`src/rtl/pipe_ctrl_pkg.sv`:
```
// Shared types and constants for the parametrised pipeline controller.
// Stage indices follow the classic PC/IF/ID/EX/MEM/WB layout.
package pipe_ctrl_pkg;

  typedef enum logic {
    RUN,
    REDIRECT
  } state_t;

  localparam int STG_PC  = 0;
  localparam int STG_IF  = 1;
  localparam int STG_ID  = 2;
  localparam int STG_EX  = 3;
  localparam int STG_MEM = 4;
  localparam int STG_WB  = 5;

  localparam int DEF_PC_W = 32;

endpackage

```
`src/rtl/pipe_hi_idx.sv`:
```
// Highest-set-bit encoder: index of the top set bit plus an any-set flag.
// Index is 0 when nothing is set; qualify it with any.
module pipe_hi_idx #(
  parameter int W  = 6,
  parameter int IW = (W > 1) ? $clog2(W) : 1
) (
  input  logic [W-1:0]  vec,
  output logic [IW-1:0] idx,
  output logic          any
);

  always_comb begin
    idx = '0;
    any = 1'b0;
    for (int i = 0; i < W; i++) begin
      if (vec[i]) begin
        idx = IW'(i);
        any = 1'b1;
      end
    end
  end

endmodule

```
`src/rtl/pipe_ctrl_gen.sv`:
```
// N-stage pause/flush controller with exception/branch redirect handshake.
// Optional stall watchdog built only when PIPE_STALL_WDOG_EN is defined.
module pipe_ctrl_gen
  import pipe_ctrl_pkg::*;
#(
  parameter int STAGES      = 6,
  parameter int BR_STAGE    = STG_EX,
  parameter int EXCP_STAGE  = STG_MEM,
  parameter int PC_W        = DEF_PC_W,
  parameter int STALL_LIMIT = 1024
) (
  input  logic              clk,
  input  logic              rst,
  input  logic [STAGES-1:0] pause_req,
  input  logic              excp_req,
  input  logic [PC_W-1:0]   excp_pc,
  output logic              excp_ack,
  input  logic              br_req,
  input  logic [PC_W-1:0]   br_pc,
  output logic              br_ack,
  output logic [STAGES-1:0] pause,
  output logic [STAGES-1:0] flush,
  output logic              redirect_valid,
  output logic [PC_W-1:0]   redirect_pc,
  input  logic              redirect_ready,
  output logic              stall_timeout
);

  localparam int HW = (STAGES > 1) ? $clog2(STAGES) : 1;

  state_t          state, state_nx;
  logic            rv_nx;
  logic [PC_W-1:0] rpc_nx;
  logic [HW-1:0]   h;
  logic            any;
  logic            ex_hold, br_hold;
  logic            ex_ok, br_ok;
  int              hi;

  pipe_hi_idx #(
    .W  (STAGES),
    .IW (HW)
  ) u_hi (
    .vec (pause_req),
    .idx (h),
    .any (any)
  );

  always_comb begin
    ex_hold  = 1'b0;
    br_hold  = 1'b0;
    pause    = '0;
    flush    = '0;
    excp_ack = 1'b0;
    br_ack   = 1'b0;
    hi       = int'(h);
    for (int i = 0; i < STAGES; i++) begin
      if (pause_req[i] && i > EXCP_STAGE) ex_hold = 1'b1;
      if (pause_req[i] && i >= BR_STAGE) br_hold = 1'b1;
      pause[i] = any && (i <= hi);
      flush[i] = any && (i == hi + 1);
    end
    ex_ok = excp_req && !ex_hold;
    br_ok = br_req && (state == RUN) && !ex_ok && !br_hold;
    // Redirect flushes override any stall on the squashed stages.
    for (int i = 0; i < STAGES; i++) begin
      if (ex_ok && i <= EXCP_STAGE) begin
        pause[i] = 1'b0;
        flush[i] = 1'b1;
      end
      if (br_ok && i < BR_STAGE) begin
        pause[i] = 1'b0;
        flush[i] = 1'b1;
      end
    end
    if (state == REDIRECT) begin
      pause[0] = 1'b0;
      flush[0] = 1'b1;
    end
    excp_ack = ex_ok;
    br_ack   = br_ok;
    if (rst) begin
      pause    = '0;
      flush    = '0;
      excp_ack = 1'b0;
      br_ack   = 1'b0;
    end
  end

  always_comb begin
    state_nx = state;
    rv_nx    = redirect_valid;
    rpc_nx   = redirect_pc;
    if (excp_ack) begin
      state_nx = REDIRECT;
      rv_nx    = 1'b1;
      rpc_nx   = excp_pc;
    end else if (br_ack) begin
      state_nx = REDIRECT;
      rv_nx    = 1'b1;
      rpc_nx   = br_pc;
    end else if (state == REDIRECT
                 && redirect_valid
                 && redirect_ready) begin
      state_nx = RUN;
      rv_nx    = 1'b0;
    end
  end

  always_ff @(posedge clk) begin
    if (rst) begin
      state          <= RUN;
      redirect_valid <= 1'b0;
      redirect_pc    <= '0;
    end else begin
      state          <= state_nx;
      redirect_valid <= rv_nx;
      redirect_pc    <= rpc_nx;
    end
  end

`ifdef PIPE_STALL_WDOG_EN
  localparam int CW = $clog2(STALL_LIMIT + 1);

  logic [CW-1:0] wd_cnt;

  always_ff @(posedge clk) begin
    if (rst || !any) begin
      wd_cnt <= '0;
    end else if (wd_cnt != CW'(STALL_LIMIT)) begin
      wd_cnt <= wd_cnt + 1'b1;
    end
  end

  assign stall_timeout = !rst && any
                         && (wd_cnt == CW'(STALL_LIMIT - 1));
`else
  assign stall_timeout = 1'b0;
`endif

endmodule

```
`config.mk`:
```
export PLATFORM = sky130hd
export DESIGN_NAME = pipe_ctrl_gen
export DESIGN_NICKNAME = d
export VERILOG_FILES = /design/src/rtl/pipe_ctrl_pkg.sv /design/src/rtl/pipe_hi_idx.sv /design/src/rtl/pipe_ctrl_gen.sv
export SDC_FILE = /design/constraint.sdc
export NUM_CORES = 1
export LEC_CHECK = 0
export ABC_AREA = 0
export CORE_AREA = 2 2 74 94
export CTS_CLUSTER_DIAMETER = 80
export DETAILED_ROUTE_END_ITERATION = 8
export DIE_AREA = 0 0 76 96
export PLACE_DENSITY = 0.75
export SETUP_SLACK_MARGIN = 0.1
export SLEW_MARGIN = 20
export SYNTH_ARGS = -nofsm -noshare
export SYNTH_HDL_FRONTEND = slang
export SYNTH_HIERARCHICAL = 1
export SYNTH_SLANG_ARGS = --single-unit
export TNS_END_PERCENT = 20
```
`constraint.sdc`:
```
create_clock -name clk -period 1.5 [get_ports clk]
set_input_delay 0.3 -clock clk [delete_from_list [all_inputs] [get_ports clk]]
set_output_delay 0.3 -clock clk [all_outputs]
set_load 0.02 [all_outputs]
```
[Yosys cells after proc, flatten, opt, wreduce, memory -nomap -nowiden]
Index checks and enable logic that the tools add are counted.
Cells by class
  add/sub/neg operators: 1
  multiply operators: 0
  divide/modulo/power cells: 0
  $lt $le $gt $ge: 5
  eq/ne operators: 5
  shift-type cells: 0
  mux-type cells: 42
  bitwise logic cells: 1
  reductions and logical operators: 22
Operators by type and width (number)
  3-bit by 32-bit equality test with 1-bit output (first input constant): 2
  32-bit 2-to-1 mux: 2
  1-bit 2-to-1 mux: 34
  2-bit by 32-bit equality test with 1-bit output (first input constant): 1
  4-bit by 32-bit equality test with 1-bit output (first input constant): 1
  32-bit zero test: 1
  1-bit logical AND: 16
  6-bit 2-to-1 mux: 2
  2-bit by 3-bit less-or-equal comparator with 1-bit output (first input constant): 2
  3-bit less-or-equal comparator (first input constant): 2
  3-bit 2-to-1 mux: 2
  3-bit by 1-bit adder with 4-bit output (second input constant): 1
  3-bit by 4-bit equality test with 1-bit output (first input constant): 1
  2-bit 2-to-1 mux: 2
  1-bit by 3-bit less-or-equal comparator with 1-bit output (first input constant): 1
  1-bit zero test: 3
  3-bit nonzero test: 1
  2-bit nonzero test: 1
  1-bit inverter: 1
Storage, ports and cells
  register bits after elaboration: 33
  latch bits: 0
  memory bits (writable): 0
  memory bits (read-only): 0
  input bits: 75
  word-level logic and storage cells: 78
  memories kept: 0

[Logic depth before layout (Yosys ltp)]
Gate-level depths: netlist of the first run.
  word-level depth: 12
  mapped depth: 6
  mapped depth without buffers: 5

[By module]
Netlist of the first run, hierarchy kept.
Modules (own cells, without submodules)
  pipe_ctrl_gen: instances 1, cells an instance 215, area an instance 2127.0 um^2, sequential area each 660.6 um^2
  pipe_hi_idx: instances 1, cells an instance 8, area an instance 41.3 um^2, sequential area each 0.0 um^2

[Worst setup path before layout of the first run]
No wires, ideal clock.
  path type: reg2out
  from: reg state
  to: out flush[1]
  arrival: 1.479 ns
  required time: 1.200 ns
  slack: -0.279 ns
  stages on the path, launching flop included: 5
  buffers on the path: 1
  path through: dfxtp_1 -> nor4b_4 -> buf_4 -> o21bai_1 -> a21oi_1
Between the ends
  cells in the longest elaborated chain, start to end: 6
Ends and longest elaborated chain
  start: declaration: RTL line pipe_ctrl_gen.sv:31  | state_t state, state_nx;
  start signal: assignment: RTL line pipe_ctrl_gen.sv:116  | state <= state_nx;
  1-bit inverter: RTL line pipe_ctrl_gen.sv:64  | br_ok = br_req && (state == RUN) && !ex_ok && !br_hold;
  1-bit logical AND (3 in series): RTL line pipe_ctrl_gen.sv:64
  1-bit 2-to-1 mux: RTL line pipe_ctrl_gen.sv:71  | if (br_ok && i < BR_STAGE) begin
  6-bit 2-to-1 mux: RTL line pipe_ctrl_gen.sv:82  | if (rst) begin
  end: declaration: RTL line pipe_ctrl_gen.sv:22  | output logic [STAGES-1:0] flush,
Every way passes these cells.

[Worst setup path after layout of the first run]
  from: reg state
  to: out br_ack
Between the ends
  cells in the longest elaborated chain, start to end: 5
Ends and longest elaborated chain
  1-bit inverter: RTL line pipe_ctrl_gen.sv:64
  1-bit logical AND (3 in series): RTL line pipe_ctrl_gen.sv:64
  1-bit 2-to-1 mux: RTL line pipe_ctrl_gen.sv:82
  end: declaration: RTL line pipe_ctrl_gen.sv:20  | output logic br_ack,
Every way passes these cells.

==> impl_table.tex, run 1 <==
\begin{tabular}{lr}
\hline
Metric & Value \\
\hline
\multicolumn{2}{l}{\textbf{Outcome}} \\
Result of the run & finished, violations left \\
Violated checks & setup timing \\
\multicolumn{2}{l}{\textbf{Routing}} \\
Per-cell routed wire length & between 15 and 20 um \\
Total Wirelength & 7090 um \\
Via total after detailed routing & 2335 \\
DRC violation count after routing & 0 \\
Antenna-violating nets left & 0 \\
Drt via density & 5.14 \\
Number of detailed-route iterations in the first pass & 4 \\
Number of design-rule violations left by the first detailed-router iteration & 103 \\
\multicolumn{2}{l}{\textbf{Clock network}} \\
Insertion delay to the later sink of the worst-skew pair & 280 ps \\
Max clock buf depth & 2 \\
Clock root cell & sky130\_fd\_sc\_hd\_\_clkbuf\_8 \\
Clock Pin Slew Worst Setup and Hold Paths & around 70 ps \\
Clock tree from TritonCTS & yes \\
H-tree depth & 2 \\
Cts bufs inserted & 5 \\
Number of clock sinks & 33 \\
Cts-stage hold buffer count & 0 \\
\multicolumn{2}{l}{\textbf{Worst hold path}} \\
Worst hold path cell count & 3 \\
Hold/Removal Path Class & in -> reg \\
\multicolumn{2}{l}{\textbf{Floorplanning}} \\
Die W & 76 um \\
Number of top-level pins & 123 \\
Die span in y & 96 um \\
Effective utilization at floorplan & 33.9\% \\
Area of the die & around 7300 sq um \\
Core Rows & 33 \\
Core area & between 6000 and 7000 sq um \\
\multicolumn{2}{l}{\textbf{Power}} \\
Logic gate share of total power & 36.6\% \\
Part of the power in the clock network & 25.6\% \\
Share of total power in sequential cells & 37.8\% \\
Ratio of total power to cell area & 662 nW/um\^{}2 \\
Leakage power & 1.55 nW \\
Switching Share & a little under a third \\
Max IR drop VDD & 0.503 mV \\
Internal Power & 0.00176 W \\
Net Switching & 0.000809 W \\
\multicolumn{2}{l}{\textbf{GRT}} \\
Initial antenna violation count & 0 \\
First-pass GRT wire length & 11400 um \\
Total gr overflow & 0 \\
Number of global-route vias before repair & 2381 \\
GRT Util Overall & 19.2\% \\
Largest net degree at the start of global routing & 33 \\
\multicolumn{2}{l}{\textbf{Synth}} \\
Number of nets in the synthesized netlist & 298 \\
Post-synthesis sequential area ratio & a little under a third \\
Top cell type by total area after synthesis & sky130\_fd\_sc\_hd\_\_dfxtp\_1 \\
Number of synthesized flops with an enable pin & 0 \\
Post-synthesis async set-or-reset flop share & 0\% \\
Post-synthesis average cell area & roughly 9.7 sq um \\
Number of synthesis warnings & 6 \\
Portion of synthesized cell area occupied by the leading cell type & just over 30\% \\
Post-Synthesis Cell Area & around 2200 sq um \\
Most frequent cell after synthesis & sky130\_fd\_sc\_hd\_\_dfxtp\_1 \\
Commonest register cell after synthesis & sky130\_fd\_sc\_hd\_\_dfxtp\_1 \\
FF+latch count, synth & 33 \\
Top cells by area in the synthesized netlist & sky130\_fd\_sc\_hd\_\_dfxtp\_1 30\%, sky130\_fd\_sc\_hd\_\_mux2i\_1 15\%, sky130\_fd\_sc\_hd\_\_a21oi\_2 12\% \\
Count of unique library cells instantiated by Yosys & 31 \\
Most frequent cells after synthesis & 33 x sky130\_fd\_sc\_hd\_\_dfxtp\_1, 32 x sky130\_fd\_sc\_hd\_\_mux2i\_1, 32 x sky130\_fd\_sc\_hd\_\_nand2b\_1 \\
Number of standard cells after synthesis & 223 \\
\multicolumn{2}{l}{\textbf{Timing}} \\
Worst hold slack across all endpoints & 328 ps \\
Setup slack after layout & -292 ps \\
Maximum achievable frequency & 0.558 GHz \\
Hold Violations, Final & 0 \\
Pins Over Slew Limit & 0 \\
Unrepaired setup endpoints after global routing & yes \\
Final Setup Violations & 13 \\
Post-route fraction of the period consumed by the critical path & 119\% \\
Tmin final & 1790 ps \\
Largest clock skew in the final design & $\sim$4.8 ps \\
\multicolumn{2}{l}{\textbf{Layout}} \\
Area delta synth->final & 79.2\% \\
Layout cells sized above 1 & 33.5\% \\
Number of diodes added for antenna fixing & 0 \\
Final standard cell area without fillers & 3880 sq um \\
Net count of the finished layout & approximately 440 \\
\multicolumn{2}{l}{\textbf{Place}} \\
Placement Cell Area & approximately 3600 sq um \\
Final estimated routing congestion in global placement & 0.775 \\
Detail Placement HPWL & 4970 um \\
Count of input and output buffers & 121 \\
\multicolumn{2}{l}{\textbf{Setup path}} \\
FF-to-FF path depth & 6 \\
Required @ worst endpoint & 1200 ps \\
Worst endpoint data arrival time & between 1000 and 1500 ps \\
Kind of capture point of the worst setup path & output pin \\
Worst-path fanout max & 3 \\
CP startpoint kind & register \\
Kind of critical path & reg -> out \\
\multicolumn{2}{l}{\textbf{Run}} \\
Max cap viols & 0 \\
\hline
\end{tabular}
-- sequential cells by signal (all words and copies together), names as in the netlist --
signal,cells
redirect_pc,32
state,1
-- routing by layer --
| layer | track usage [%] | share of wire (%) |
|---|---|---|
| met1 | 21.4 | 38 |
| met2 | 35.8 | 54 |
| met5 | 0 | 0 |
| met4 | 7.73 | 2.4 |
| met3 | 4.41 | 5.0 |
-- cells in the final DEF, fill, tap and decap left out, types with 3 or more instances in the layout --
master | synthesis | routed
sky130_fd_sc_hd__buf_4 | 6 | 30
sky130_fd_sc_hd__buf_2 | 0 | 5
sky130_fd_sc_hd__nand2_1 | 3 | 3
sky130_fd_sc_hd__o311ai_0 | 30 | 30
sky130_fd_sc_hd__nor3_4 | 0 | 3
sky130_fd_sc_hd__clkbuf_8 | 0 | 5
sky130_fd_sc_hd__clkdlybuf4s50_1 | 0 | 65
sky130_fd_sc_hd__a21oi_2 | 30 | 31
sky130_fd_sc_hd__a21oi_4 | 0 | 3
sky130_fd_sc_hd__buf_12 | 3 | 4
sky130_fd_sc_hd__nand2b_1 | 32 | 32
sky130_fd_sc_hd__buf_6 | 4 | 17
sky130_fd_sc_hd__nor2_1 | 8 | 5
sky130_fd_sc_hd__mux2i_1 | 32 | 31
sky130_fd_sc_hd__dlygate4sd2_1 | 0 | 33
sky130_fd_sc_hd__nor3_2 | 0 | 3
sky130_fd_sc_hd__dfxtp_1 | 33 | 32
-- power groups by stage --
stage / clock (W) / combinational (W) / sequential, W
2_1_floorplan: 0 / 0.000381 / 0.00107
3_3_place_gp: 0 / 0.000895 / 0.000992
3_5_place_dp: 0 / 0.000906 / 0.000995
4_1_cts: 0.000683 / 0.000922 / 0.000973
5_1_grt: 0.000717 / 0.00101 / 0.000983
6_report: 0.000659 / 0.000942 / 0.000973
-- repair_timing --
item	CTS	global route
endpoints found under the hold margin	0	0
pin swaps	25	26
setup endpoints to repair	80	46
resized for setup	175	13
buffers inserted	5	1
cloned	1	0
-- final cells by class --
class	instances	area (sq um)
clock buffers	7	76.3
inverters	2	7.51
repair buffers	158	1530
multi-input cells	166	1490
flip-flops and latches	33	664
clock inverters	1	6.26
well taps	87	109
fillers	584	2510
-- kinds of logic (layout without fill, tap and decap cells) --
group / Yosys count / in the layout / share of synthesized area, %
AO/OA/AOI/OAI: 74 / 74 / 28.9
AND/OR/NAND/NOR: 59 / 59 / 16.9
flip-flops: 33 / 33 / 30.5
multiplexers: 32 / 32 / 14.8
buffers and inverters: 24 / 168 / 8.83
other: 1 / 1 / 0.173
-- through the flow --
stage | total power, W | util [%] | worst slack, ps | instances | TNS (ps)
finish | 0.00257 | 60.7 | -292 | 454 | -2470
floorplan | 0.00145 | - | -46.9 | 223 | -186
CTS | 0.00258 | 59.7 | -347 | 453 | -2670
global route | 0.00271 | 60.7 | -364 | 454 | -3460
detailed placement | 0.00190 | 56.6 | -1130 | 439 | -34280
global placement | 0.00189 | 56.6 | -1090 | 439 | -33010
-- worst max-delay path, cell delays in order (launching register included) --
cell                      delay, ps
sky130_fd_sc_hd__dfxtp_4        350
sky130_fd_sc_hd__nor4b_4        310
sky130_fd_sc_hd__buf_4          200
sky130_fd_sc_hd__nor4b_4        180
sky130_fd_sc_hd__buf_4          180
-- path summary, 6_finish.rpt --
path                                      from                      endpoint  slack, ps
setup / recovery            state$_SDFFE_PP0P_                        br_ack       -290
setup reg to reg            state$_SDFFE_PP0P_  redirect_pc[10]$_SDFFE_PP0P_         20
hold reg to reg   redirect_pc[22]$_SDFFE_PP0P_  redirect_pc[22]$_SDFFE_PP0P_        590
hold / removal                             rst            state$_SDFFE_PP0P_        330
Power figures use the tool's default switching activity.
==> run 2, diff against run 1 <==
--- a/config.mk
+++ b/config.mk
@@ -7,7 +7,7 @@
 export LEC_CHECK = 0
 export ABC_AREA = 0
 export CORE_AREA = 2 2 74 94
-export CTS_CLUSTER_DIAMETER = 80
+export CTS_CLUSTER_DIAMETER = 50
 export DETAILED_ROUTE_END_ITERATION = 8
 export DIE_AREA = 0 0 76 96
 export PLACE_DENSITY = 0.75
==> results of run 2 <==
Final layout, timing and power as in run 1 (identical DEF).
